File: src/rtl/fifo_wr_ptr_full_pkg.sv
// Shared sizing defaults and flag bundle for the async FIFO write-side pointer stage.
package fifo_wr_ptr_full_pkg;

    localparam int A_LENGTH_DEF  = 3;
    localparam int AF_MARGIN_DEF = 2;
    localparam int PTR_W_DEF     = A_LENGTH_DEF + 1;
    localparam int DEPTH_DEF     = 1 << A_LENGTH_DEF;

    // Registered status flags presented to the write-side producer.
    typedef struct packed {
        logic full;
        logic almost_full;
        logic wr_ack;
        logic overflow;
    } wr_flags_t;

endpackage

File: src/rtl/fifo_wr_ptr_full_sync.sv
// Two-flop synchronizer for a gray-coded pointer crossing into the local clock domain.
module ptr_sync_2ff #(
    parameter int width = 4
) (
    input  logic             clk,
    input  logic             rst_n,
    input  logic [width-1:0] d,
    output logic [width-1:0] q
);

    logic [1:0][width-1:0] stage;

    always_ff @(posedge clk or negedge rst_n) begin
        if (!rst_n) begin
            stage <= '0;
        end else begin
            stage[0] <= d;
            stage[1] <= stage[0];
        end
    end

    assign q = stage[1];

endmodule

File: src/rtl/fifo_wr_ptr_full.sv
// Write-side pointer, gray export, read-pointer sync and full/almost_full/ack/overflow flags.
module fifo_wr_ptr_full
    import fifo_wr_ptr_full_pkg::*;
#(
    parameter int a_length  = A_LENGTH_DEF,
    parameter int AF_MARGIN = AF_MARGIN_DEF
) (
    input  logic              clk,
    input  logic              rst_n,
    input  logic              wr_en,
    input  logic [a_length:0] rd_gray_in,
    output logic [a_length-1:0] wr_addr,
    output logic [a_length:0] wr_gray_out,
    output logic              full,
    output logic              almost_full,
    output logic              wr_ack,
    output logic              overflow
);

    localparam int PTR_W = a_length + 1;
    localparam int DEPTH = 1 << a_length;
    localparam logic [PTR_W-1:0] AF_THRESH = PTR_W'(DEPTH - AF_MARGIN);

    logic [PTR_W-1:0] wbin, wbin_next, gray_next;
    logic [PTR_W-1:0] rq2, rbin_s, fill_next, full_pattern;
    logic             wr_fire;
    wr_flags_t        flags_q, flags_d;

    ptr_sync_2ff #(.width(PTR_W)) u_rd_sync (
        .clk   (clk),
        .rst_n (rst_n),
        .d     (rd_gray_in),
        .q     (rq2)
    );

    always_comb begin
        rbin_s           = '0;
        rbin_s[a_length] = rq2[a_length];
        for (int i = a_length - 1; i >= 0; i--) begin
            rbin_s[i] = rq2[i] ^ rbin_s[i+1];
        end
    end

    // Writes are judged against the registered full only; freed space arrives via sync latency.
    assign wr_fire   = wr_en & ~flags_q.full;
    assign wbin_next = wbin + PTR_W'(wr_fire);
    assign gray_next = wbin_next ^ (wbin_next >> 1);
    assign fill_next = wbin_next - rbin_s;

    // Gray of a pointer exactly DEPTH ahead differs in the top two bits only.
    assign full_pattern = {~rq2[a_length:a_length-1], rq2[a_length-2:0]};

    always_comb begin
        flags_d             = '0;
        flags_d.full        = (gray_next == full_pattern);
        flags_d.almost_full = (fill_next >= AF_THRESH);
        flags_d.wr_ack      = wr_fire;
        flags_d.overflow    = wr_en & flags_q.full;
    end

    always_ff @(posedge clk or negedge rst_n) begin
        if (!rst_n) begin
            wbin        <= '0;
            wr_gray_out <= '0;
            flags_q     <= '0;
        end else begin
            wbin        <= wbin_next;
            wr_gray_out <= gray_next;
            flags_q     <= flags_d;
        end
    end

    assign wr_addr     = wbin[a_length-1:0];
    assign full        = flags_q.full;
    assign almost_full = flags_q.almost_full;
    assign wr_ack      = flags_q.wr_ack;
    assign overflow    = flags_q.overflow;

endmodule

File: config.mk
export PLATFORM = sky130hd
export DESIGN_NAME = fifo_wr_ptr_full
export DESIGN_NICKNAME = d
export VERILOG_FILES = /design/src/rtl/fifo_wr_ptr_full_pkg.sv /design/src/rtl/fifo_wr_ptr_full_sync.sv /design/src/rtl/fifo_wr_ptr_full.sv
export SDC_FILE = /design/constraint.sdc
export NUM_CORES = 1
export LEC_CHECK = 0
export CAP_MARGIN = 20
export CORE_MARGIN = 10
export CORE_UTILIZATION = 50
export DETAILED_ROUTE_END_ITERATION = 7
export PLACE_DENSITY = 0.8
export SLEW_MARGIN = 20
export SYNTH_ARGS = -nofsm -noshare
export SYNTH_HDL_FRONTEND = slang
export SYNTH_SLANG_ARGS = --single-unit
File: constraint.sdc
create_clock -name clk -period 5.35 [get_ports clk]
set_input_delay 1.3375 -clock clk [delete_from_list [all_inputs] [get_ports clk]]
set_output_delay 1.3375 -clock clk [all_outputs]
set_load 0.02 [all_outputs]
### Yosys cells after proc, flatten, opt, wreduce, memory -nomap -nowiden

Cells that the tools add are included.

* register bits: 20
* input port bits: 7
* output and inout bits: 11
* word-level logic and storage cells: 20

* add/sub/neg operators: 2
* magnitude comparators: 1
* equality and inequality tests: 1
* bitwise operators: 8

Operators with widths (number)
* 4-bit by 1-bit adder with 4-bit output: 1
* 4-bit == test: 1
* 4-bit by 3-bit >= comparator with 1-bit output, second input constant: 1
* 4-bit subtractor: 1
* 4-bit by 3-bit bitwise XOR with 4-bit output: 1
* 1-bit bitwise XOR: 3
* 1-bit bitwise AND: 2
* 2-bit NOT: 1
* 1-bit NOT: 1

### Depth between registers and ports, before layout

Gate-level depths: netlist (run 1).

* depth in word-level cells: 5
* mapped depth: 9
* gate-level depth less buffers: 9

### Hierarchy

Synthesis (run 1) repeated with hierarchy kept, for this count alone.

* cells, all modules: 61
* area, all modules: 807.0 µm²

By module, submodules not included
* fifo_wr_ptr_full: instances 1, cells each 49, area each 576.8 µm²
* ptr_sync_2ff: instances 1, cells each 12, area each 230.2 µm²

### Least setup slack after synthesis (run 1)

Ideal clock, no wire load.

* kind: in2reg
* from: input port wr_en
* to: register flags_q, in the netlist almost_full
* data arrival time: 3.062 ns
* setup slack: 2.208 ns
* stages: 9
* path buffers: 0
* cells stage by stage: nor2b_1 ha_1 ha_1 xor2_2 ha_1 a21oi_1 o21ai_0 xor2_1 mux2i_1

RTL lines
* from (decl): line fifo_wr_ptr_full.sv:10 `input logic wr_en,`
* to (signal assigned): line fifo_wr_ptr_full.sv:69 `flags_q <= flags_d;`
* to (decl): line fifo_wr_ptr_full.sv:27 `wr_flags_t flags_q, flags_d;`

==> results of run 1 <==
-- stage by stage --
stage	cells	util (%)	area (um^2)
after floorplan	57	-	777
after global placement	90	65.0	967
after detailed placement	90	65.0	967
after CTS	94	66.8	995
after global routing	94	66.8	995
final	94	66.8	995
-- how the worst max path moves through the flow --
stage | from | end | slack [ns] | depth (start not counted)
after floorplan | wr_en | almost_full | 2.21 | 9
after global placement | wr_en | almost_full | 1.63 | 10
after detailed placement | wr_en | almost_full | 1.60 | 10
after CTS | wr_en | almost_full | 1.90 | 10
after global routing | wr_en | almost_full | 1.70 | 10
final | wr_en | almost_full | 1.90 | 10
-- layer usage --
layer	GRT usage [%]	routed length, um	vias up
li1	-	-	222
met1	7.73	523	212
met2	13.2	558	18
met3	4.29	128	3
met4	3.93	29	0
met5	0	0	-
-- registers in the layout (all words and copies together), names as in the netlist --
signal and cells:
u_rd_sync.q 4, u_rd_sync.stage 4, wbin 4, wr_gray_out 3, almost_full 1, full 1
overflow 1, wr_ack 1
-- cells in the mapped netlist --
cell type / instances / share of area (%)
sky130_fd_sc_hd__fa_1: 1 / 2.6
sky130_fd_sc_hd__nand2_1: 1 / 0.48
sky130_fd_sc_hd__or3_1: 2 / 1.6
sky130_fd_sc_hd__mux2i_1: 1 / 1.3
sky130_fd_sc_hd__nor2_1: 3 / 1.4
sky130_fd_sc_hd__o21ai_0: 1 / 0.64
sky130_fd_sc_hd__xnor2_1: 4 / 4.5
sky130_fd_sc_hd__inv_1: 4 / 1.9
sky130_fd_sc_hd__ha_1: 5 / 8.1
sky130_fd_sc_hd__nor2b_1: 1 / 0.81
sky130_fd_sc_hd__a21oi_1: 1 / 0.64
sky130_fd_sc_hd__and2_1: 1 / 0.81
sky130_fd_sc_hd__dfrtp_1: 19 / 61
sky130_fd_sc_hd__nand3_1: 3 / 1.9
sky130_fd_sc_hd__xor2_1: 8 / 9.0
sky130_fd_sc_hd__xor2_2: 1 / 2.1
sky130_fd_sc_hd__a22oi_1: 1 / 0.97
-- cell type report --
cell class                 instances  area [um^2]
fill                             108          494
sequential                        19          475
multi-input combinational         34          287
timing repair buffer              17          170
clock buffer                       3         22.5
tap                               16         20.0
inverter                           4         15.0
clock inverter                     1         5.00
-- power by group --
part / switching (mW) / internal, mW / leakage [nW]
Clock: 0.0443 / 0.0279 / 0.0177
Combinational: 0.195 / 0.168 / 0.213
Sequential: 0.0207 / 0.189 / 0.226
-- worst max-delay path: stages --
cell and delay, ns:
sky130_fd_sc_hd__clkdlybuf4s50_1 0.46, sky130_fd_sc_hd__nor2b_1 0.16, sky130_fd_sc_hd__ha_1 0.19, sky130_fd_sc_hd__ha_1 0.20, sky130_fd_sc_hd__xor2_2 0.35, sky130_fd_sc_hd__ha_1 0.34, sky130_fd_sc_hd__a21oi_1 0.15, sky130_fd_sc_hd__o21ai_0 0.11
sky130_fd_sc_hd__xor2_1 0.18, sky130_fd_sc_hd__mux2i_1 0.20
-- cell families after synthesis --
| family | Yosys count | synth area share (%) |
|---|---|---|
| compound gates | 3 | 2.25 |
| flops | 19 | 61.2 |
| mux | 1 | 1.29 |
| buf+inv | 4 | 1.93 |
| xor+xnor | 13 | 15.6 |
| simple gates | 11 | 7.08 |
| fa+ha+maj | 6 | 10.6 |
==> PnR_summary.wiki, run 1 <==
{| class="wikitable"
! Metric !! Value
|-
| Endpoint, Worst Hold || u_rd_sync.q[3]
|-
| R2R Setup Slk || 3.03 ns
|-
| Antenna Nets Post-Route || 0
|-
| Min-Delay Path Depth || 0
|-
| CTS sink count || 19
|-
| Hold WC Path Type || reg2reg
|-
| Worst r2r dst || almost_full
|-
| Number of distinct standard cells referenced by the synthesized netlist || 17
|-
| Worst R2R Path Depth || 9
|-
| Synth-to-layout area growth || 28.0%
|-
| Synthesized net count || 70
|-
| CTS-repair resized insts || 0
|-
| Die ar. || 3530 um^2
|-
| DR iter-0 viols || 0
|-
| Hold_ws || 0.361 ns
|-
| Clk Latency, worst-skew pair || 0.30 ns
|-
| Total of max-cap violations || 0
|-
| Count of input and output buffers || 17
|-
| Setup TNS || 0 ns
|-
| Maximum ir drop on the vdd rail || 0.000302 V
|-
| Total iterations of the first detailed-routing run || 1
|-
| Hold Violations, Final || 0
|-
| Row count || 14
|-
| Unrepaired setup endpoints after global routing || no
|-
| CTS clk-pin slew, worst paths || 0.10 ns
|-
| Power per standard cell area || 648 nW/um^2
|-
| Worst setup skew after layout || 0.00174 ns
|-
| Static leakage || 0.457 nW
|-
| Endpoints failing setup || 0
|-
| Fmax || 290 MHz
|-
| Pin count of the biggest net entering global routing || 20
|-
| Core Footprint || 1490 um^2
|-
| Required @ worst endpoint || 5.58 ns
|-
| Commonest cells after routing, fill and taps aside || 19 x sky130_fd_sc_hd__dfrtp_1, 17 x sky130_fd_sc_hd__clkdlybuf4s50_1, 8 x sky130_fd_sc_hd__xor2_1
|-
| Gate count of the mapped netlist || 57
|-
| Worst relative slew slack || 45.9%
|-
| # DRC || 0
|-
| Clock buffer count from CTS || 3
|-
| Ratio of final minimum period to clock period || 64.4%
|-
| FF+latch count, synth || 19
|-
| Number of nets at the end of the flow || 92
|-
| First-pass GRT wire length || 2.10 mm
|-
| Effective utilization at floorplan || 52.2%
|-
| Via-per-instance ratio || 4.84
|-
| Vias in the first global route || 512
|-
| Via total after detailed routing || 455
|-
| Type of element capturing the critical path || register
|-
| Number of antenna violations at the first check in global routing || 0
|-
| Critical Path Fanout Max || 6
|-
| Pins Over Slew Limit || 0
|-
| Clock tree root driver cell || sky130_fd_sc_hd__clkbuf_4
|-
| Type of the worst setup path || in2reg
|-
| Worst reg2reg path startpoint || full
|-
| Number of levels in the clock H-tree || 1
|-
| Endpoint arrival time on the critical path || 3.68 ns
|-
| Overall global routing resource usage || 7.93%
|-
| Routed length per placed instance || 13.2 um
|-
| Die Y || 59.4 um
|-
| Launch instance of the worst min-delay path || u_rd_sync.stage[3]
|-
| Die span in x || 59.4 um
|-
| Fraction of layout cells with a size suffix above 1 || 6.41%
|-
| Yosys warning total || 0
|-
| Global placement routability congestion || 0.727
|-
| Hold buffer count at cts || 0
|-
| Most common library cell in the layout ignoring fill and taps || sky130_fd_sc_hd__dfrtp_1
|-
| Setup fix buffers added after clock tree synthesis || 0
|-
| Total global routing overflow || 0
|-
| Routed wire length || 1.24 mm
|-
| HPWL after detailed placement || 978 um
|-
| Clock tree from TritonCTS || built
|-
| Worst slack after detailed placement || 1.60 ns
|-
| Cell area after synthesis || 777 um^2
|-
| Maximum clock path buffer count || 2
|-
| Post-layout power || 645 uW
|-
| Average instance area after synthesis || 13.6 um^2
|-
| Number of top-level pins || 18
|-
| Result of the run || finished clean
|-
| Sequential fraction of the synthesis area || 61.2%
|-
| Minimum clock period || 3.45 ns
|-
| Sort of element at the start of the critical path || input port
|-
| Worst-case setup margin in the final layout || 1.90 ns
|-
| Number of diodes added for antenna fixing || 0
|-
| Transition time at the pin with the least slew margin || 0.809 ns
|}
Power figures use the tool's default switching activity.
==> run 2: changes to the inputs <==
--- a/config.mk
+++ b/config.mk
@@ -7,9 +7,9 @@
 export LEC_CHECK = 0
 export CAP_MARGIN = 20
 export CORE_MARGIN = 10
-export CORE_UTILIZATION = 50
+export CORE_UTILIZATION = 47
 export DETAILED_ROUTE_END_ITERATION = 7
-export PLACE_DENSITY = 0.8
+export PLACE_DENSITY = 0.76
 export SLEW_MARGIN = 20
 export SYNTH_ARGS = -nofsm -noshare
 export SYNTH_HDL_FRONTEND = slang
==> constraint.sdc (replaced) <==
create_clock -name clk -period 3.4 [get_ports clk]
set_input_delay 0.85 -clock clk [delete_from_list [all_inputs] [get_ports clk]]
set_output_delay 0.85 -clock clk [all_outputs]
set_load 0.02 [all_outputs]
==> PnR_summary.wiki, run 2 (synthesis results as in run 1) <==
{| class="wikitable"
! Metric !! Value
|-
| Result of the run || finished clean
|-
| Pins Over Slew Limit || 0 (unchanged)
|-
| Row count || 14 (unchanged)
|-
| Total of max-cap violations || 0 (unchanged)
|-
| Transition time at the pin with the least slew margin || 0.790 ns (-0.0194 ns)
|-
| Post-layout power || 1.02 mW (+58%)
|-
| DR iter-0 viols || 9 (+9)
|-
| Maximum clock path buffer count || 2 (unchanged)
|-
| Number of top-level pins || 18 (unchanged)
|-
| Effective utilization at floorplan || 50.4% (-1.8 points)
|-
| Type of the worst setup path || in2reg
|-
| Setup fix buffers added after clock tree synthesis || 0 (unchanged)
|-
| Hold WC Path Type || reg2reg
|-
| Synth-to-layout area growth || 27.9%
|-
| Via total after detailed routing || 492 (+8.1%)
|-
| Pin count of the biggest net entering global routing || 20 (unchanged)
|-
| Power per standard cell area || 1030 nW/um^2 (+59%)
|-
| Overall global routing resource usage || 7.69% (-0.24 points)
|-
| HPWL after detailed placement || 1.01 mm (+3.7%)
|-
| CTS-repair resized insts || 0 (unchanged)
|-
| Number of nets at the end of the flow || 92 (unchanged)
|-
| Global placement routability congestion || 0.678 (-6.8%)
|-
| Endpoints failing setup || 0 (unchanged)
|-
| Worst setup skew after layout || 0.00156 ns (-0.000173 ns)
|-
| Endpoint arrival time on the critical path || 3.25 ns (-0.43 ns)
|-
| CP max stage cell || sky130_fd_sc_hd__clkdlybuf4s50_1
|-
| CTS sink count || 19 (unchanged)
|-
| Core Footprint || 1540 um^2 (+3.5%)
|-
| Total global routing overflow || 0 (unchanged)
|-
| Die ar. || 3680 um^2 (+4.2%)
|-
| Type of element capturing the critical path || register
|-
| Required @ worst endpoint || 3.63 ns (-1.95 ns)
|-
| Count of input and output buffers || 17 (unchanged)
|-
| Vias in the first global route || 522 (+2.0%)
|-
| Unrepaired setup endpoints after global routing || no
|-
| Worst setup path start || wr_en
|-
| Maximum ir drop on the vdd rail || 0.000445 V (+47%)
|-
| Setup TNS || 0 ns (unchanged)
|-
| Share of the core filled with cells in the final layout || 64.4% (-2.4 points)
|-
| Crit-path cells || clkdlybuf4s50_1, nor2b_1, ha_1, ha_1, xor2_2, ha_1, a21oi_1, o21ai_0, xor2_1, mux2i_1
|-
| Clk Latency, worst-skew pair || 0.29 ns (about the same)
|-
| Final cell count without fillers || 94 (unchanged)
|-
| Fraction of layout cells with a size suffix above 1 || 5.13% (-1.3 points)
|-
| CTS clk-pin slew, worst paths || 0.10 ns (about the same)
|-
| Clock buffer count from CTS || 3 (unchanged)
|-
| Total iterations of the first detailed-routing run || 5 (+4)
|-
| Critical Path Fanout Max || 6 (unchanged)
|-
| Commonest cells after routing, fill and taps aside || 19 x sky130_fd_sc_hd__dfrtp_1, 17 x sky130_fd_sc_hd__clkdlybuf4s50_1, 8 x sky130_fd_sc_hd__xor2_1
|-
| Cell with the most instances on the worst path || sky130_fd_sc_hd__ha_1
|-
| Via-per-instance ratio || 5.23 (+8.1%)
|-
| Number of levels in the clock H-tree || 1 (unchanged)
|-
| Launch instance of the worst min-delay path || u_rd_sync.stage[3]
|-
| Worst relative slew slack || 47.2% (+1.3 points)
|-
| Number of antenna violations at the first check in global routing || 0 (unchanged)
|-
| Filler Cells Inserted || 127 (+18%)
|-
| Total placed cells including tap cells || 90 (unchanged)
|-
| Worst reg2reg path startpoint || full
|-
| Most common library cell in the layout ignoring fill and taps || sky130_fd_sc_hd__dfrtp_1
|-
| WP buf/inv || 1 (unchanged)
|-
| Static leakage || 0.454 nW (-0.60%)
|-
| Clock tree from TritonCTS || built
|-
| Stage delay of the slowest cell on the critical path || 0.46 ns (about the same)
|-
| Die span in x || 60.7 um (+2.1%)
|-
| Routed wire length || 1.28 mm (+3.4%)
|-
| Number of diodes added for antenna fixing || 0 (unchanged)
|-
| Fmax || 331 MHz
|-
| # DRC || 0 (unchanged)
|-
| Top Family by Delay on Critical Path || adder cells
|-
| First-pass GRT wire length || 2.15 mm (+2.6%)
|-
| Hold buffer count at cts || 0 (unchanged)
|-
| Minimum clock period || 3.02 ns
|-
| Die Y || 60.7 um (+2.1%)
|-
| Routed length per placed instance || 13.6 um (+3.4%)
|-
| Clock tree root driver cell || sky130_fd_sc_hd__clkbuf_4
|-
| Hold Violations, Final || 0 (unchanged)
|-
| Antenna Nets Post-Route || 0 (unchanged)
|-
| Ratio of final minimum period to clock period || 88.8%
|-
| Sort of element at the start of the critical path || input port
|}
run 2: cell types whose count changed in the layout (fill, tap and decap cells not counted), sizes merged:
cell / before / now
clkbuf: 3 / 4
clkinv: 1 / 0
run 2: metal layers:
metal	GRT usage, %	routed length [um]	vias to the layer above
li1	-	-	224
met5	0	0	-
met3	2.30	171	7
met4	5.02	51	0
met2	13.0	588	27
met1	8.13	469	234
run 2: path summary, 6_finish.rpt:
kind	slack (ns)	depth (start not counted)	endpoint
worst max-delay path	0.38	10	almost_full
worst min-delay path	0.36	0	u_rd_sync.q[3]
worst max register to register	1.02	9	almost_full
worst min register to register	0.36	0	u_rd_sync.q[3]
max in group asynchronous	1.91	1	u_rd_sync.q[1]
min in group asynchronous	1.00	1	overflow
run 2: final cells by class:
type	count	area [um^2]	share of cell area, %
inverters	4	15.0	1.51
repair buffers	17	170	17.1
clock buffers	4	26.3	2.64
multi-input cells	34	287	28.8
flip-flops and latches	19	475	47.9
well taps	16	20.0	2.02
run 2: report_power, final:
group,internal (mW),switching [mW],leakage (nW)
Sequential,0.298,0.0333,0.226
Clock,0.0457,0.0667,0.0150
Combinational,0.264,0.314,0.213
run 2: through the flow:
step	hold slack (ns)	area (um^2)	setup WS [ns]
after floorplan	0.331	777	0.746
after global placement	0.333	967	0.122
after detailed placement	0.338	967	0.102
after CTS	0.363	993	0.371
after global routing	0.367	993	0.221
final	0.358	993	0.382
==> run 3: changes to the inputs <==
--- a/config.mk
+++ b/config.mk
@@ -10,6 +10,7 @@
 export CORE_UTILIZATION = 47
 export DETAILED_ROUTE_END_ITERATION = 7
 export PLACE_DENSITY = 0.76
+export SETUP_SLACK_MARGIN = 0.4
 export SLEW_MARGIN = 20
 export SYNTH_ARGS = -nofsm -noshare
 export SYNTH_HDL_FRONTEND = slang
==> PnR_summary.wiki, run 3 (synthesis results as in run 1) <==
{| class="wikitable"
! Metric !! Value
|-
| Type of the worst setup path || in2reg
|-
| Number of levels in the clock H-tree || 1 (unchanged)
|-
| Number of nets at the end of the flow || 96 (+4.3%)
|-
| Via-per-instance ratio || 5.12 (-2.1%)
|-
| DR iter-0 viols || 1 (-8)
|-
| Routed wire length || 1.32 mm (+3.0%)
|-
| Met1 GRT Util || 8.86% (+0.73 points)
|-
| Power per standard cell area || 1050 nW/um^2 (+2.5%)
|-
| Total iterations of the first detailed-routing run || 4 (-1)
|-
| Unrepaired setup endpoints after global routing || no
|-
| Final std cell area, no fill || 1040 um^2 (+4.4%)
|-
| Worst slack after detailed placement || 0.102 ns (unchanged)
|-
| Worst-case setup margin in the final layout || 0.531 ns (+0.149 ns)
|-
| Total of max-cap violations || 0 (unchanged)
|-
| Routed length per placed instance || 13.5 um (-1.2%)
|-
| Most common library cell in the layout ignoring fill and taps || sky130_fd_sc_hd__dfrtp_1
|-
| Die span in x || 60.7 um (unchanged)
|-
| Die Y || 60.7 um (unchanged)
|-
| Required @ worst endpoint || 3.62 ns (about the same)
|-
| Fraction of layout cells with a size suffix above 1 || 11.0% (+5.8 points)
|-
| Die ar. || 3680 um^2 (unchanged)
|-
| Number of top-level pins || 18 (unchanged)
|-
| Maximum ir drop on the vdd rail || 0.000503 V (+13%)
|-
| Worst relative slew slack || 46.8% (-0.38 points)
|-
| Sort of element at the start of the critical path || input port
|-
| Type of element capturing the critical path || register
|-
| Row count || 14 (unchanged)
|-
| Global placement routability congestion || 0.678 (unchanged)
|-
| Pins Over Slew Limit || 0 (unchanged)
|-
| Result of the run || finished clean
|-
| Pin count of the biggest net entering global routing || 20 (unchanged)
|-
| Ratio of final minimum period to clock period || 84.4% (-4.4 points)
|-
| Minimum clock period || 2.87 ns (-0.149 ns)
|-
| Total global routing overflow || 0 (unchanged)
|-
| Hold Violations, Final || 0 (unchanged)
|-
| Met3 track demand over resource in global routing || 2.30% (unchanged)
|-
| Maximum clock path buffer count || 2 (unchanged)
|-
| Synth-to-layout area growth || 33.5%
|-
| # DRC || 0 (unchanged)
|-
| Filler Cells Inserted || 120 (-5.5%)
|-
| Antenna Nets Post-Route || 0 (unchanged)
|-
| Endpoint arrival time on the critical path || 3.09 ns (-0.16 ns)
|-
| Critical Path Fanout Max || 5 (-1)
|-
| HPWL after detailed placement || 1.01 mm (unchanged)
|-
| GRT met2 Usage || 13.0% (unchanged)
|-
| Clock buffer count from CTS || 3 (unchanged)
|-
| Most Used Layer, Global Route || met2
|-
| Overall global routing resource usage || 7.94% (+0.25 points)
|-
| Via total after detailed routing || 502 (+2.0%)
|-
| Worst setup skew after layout || 0.00232 ns (+0.000760 ns)
|-
| Setup TNS || 0 ns (unchanged)
|-
| CTS sink count || 19 (unchanged)
|-
| CTS clk-pin slew, worst paths || 0.10 ns (about the same)
|-
| Endpoints failing setup || 0 (unchanged)
|-
| Number of diodes added for antenna fixing || 0 (unchanged)
|-
| Hold WC Path Type || reg2reg
|-
| Fmax || 349 MHz (+5.2%)
|-
| Core Footprint || 1540 um^2 (unchanged)
|-
| Static leakage || 0.473 nW (+4.2%)
|-
| Count of input and output buffers || 17 (unchanged)
|-
| First-pass GRT wire length || 2.23 mm (+3.5%)
|-
| Commonest cells after routing, fill and taps aside || 19 x sky130_fd_sc_hd__dfrtp_1, 17 x sky130_fd_sc_hd__clkdlybuf4s50_1, 8 x sky130_fd_sc_hd__xor2_1
|-
| Transition time at the pin with the least slew margin || 0.795 ns (+0.00575 ns)
|-
| Dpl cell area || 967 um^2 (unchanged)
|-
| Clk Latency, worst-skew pair || 0.29 ns (about the same)
|-
| Clock tree from TritonCTS || built
|-
| Clock tree root driver cell || sky130_fd_sc_hd__clkbuf_4
|-
| Effective utilization at floorplan || 50.4% (unchanged)
|-
| Number of antenna violations at the first check in global routing || 0 (unchanged)
|-
| Vias in the first global route || 519 (-0.57%)
|}
## run 3: cell types whose count changed in the layout (fill, tap and decap cells not counted)
cell                     previous run  this run
sky130_fd_sc_hd__buf_4              0         4
sky130_fd_sc_hd__ha_1               5         4
sky130_fd_sc_hd__ha_2               0         1
sky130_fd_sc_hd__xor2_2             1         0
sky130_fd_sc_hd__xor2_4             0         1
## run 3: layout make-up
| type | count | area (um^2) | area share (%) |
|---|---|---|---|
| inverters | 4 | 15.0 | 1.45 |
| repair buffers | 21 | 200 | 19.3 |
| well taps | 16 | 20.0 | 1.93 |
| flip-flops and latches | 19 | 475 | 45.8 |
| multi-input cells | 34 | 300 | 29.0 |
| clock buffers | 4 | 26.3 | 2.53 |
## run 3: power by group
part           total (mW)  switching [mW]  leakage [nW]  internal (mW)
sequential          0.337          0.0391         0.226          0.298
combinational       0.646           0.326         0.232          0.320
clock               0.110          0.0645        0.0150         0.0456
total                1.09           0.429         0.473          0.663
## run 3: worst paths after layout
path / to / slack (ns) / from / depth (start not counted)
setup / recovery: almost_full / 0.53 / wr_en / 10
hold / removal: u_rd_sync.q[3] / 0.36 / u_rd_sync.stage[3] / 0
setup reg to reg: almost_full / 1.17 / u_rd_sync.q[3] / 9
hold reg to reg: u_rd_sync.q[3] / 0.36 / u_rd_sync.stage[3] / 0
max in group asynchronous: u_rd_sync.q[1] / 1.90 / rst_n / 1
min in group asynchronous: overflow / 1.01 / rst_n / 1
## run 3: critical path, cell delays in order
cell	delay (ns)
sky130_fd_sc_hd__clkdlybuf4s50_1	0.46
sky130_fd_sc_hd__nor2b_1	0.17
sky130_fd_sc_hd__ha_1	0.20
sky130_fd_sc_hd__ha_2	0.23
sky130_fd_sc_hd__xor2_4	0.22
sky130_fd_sc_hd__ha_1	0.30
sky130_fd_sc_hd__a21oi_1	0.15
sky130_fd_sc_hd__o21ai_0	0.12
sky130_fd_sc_hd__xor2_1	0.19
sky130_fd_sc_hd__mux2i_1	0.20
## run 3: layer usage
metal	routed length (um)	vias up
li1	-	232
met1	495	242
met2	601	21
met3	168	7
met4	55	0
met5	0	-
## run 3: timing repair
item,4_1_cts,5_1_grt
resized for setup,1,1
setup buffers,0,4
endpoints found under the setup margin,1,1
hold buffers,0,0
pin swaps,0,1
cloned,0,0
## run 3: per-stage QoR
| stage | utilization [%] | hold slack [ns] | instances | total power, mW |
|---|---|---|---|---|
| 2_1_floorplan | - | 0.331 | 57 | 0.721 |
| 3_3_place_gp | 62.7 | 0.333 | 90 | 0.900 |
| 3_5_place_dp | 62.7 | 0.338 | 90 | 0.924 |
| 4_1_cts | 65.2 | 0.363 | 94 | 1.05 |
| 5_1_grt | 67.3 | 0.367 | 98 | 1.19 |
| 6_report | 67.3 | 0.358 | 98 | 1.09 |
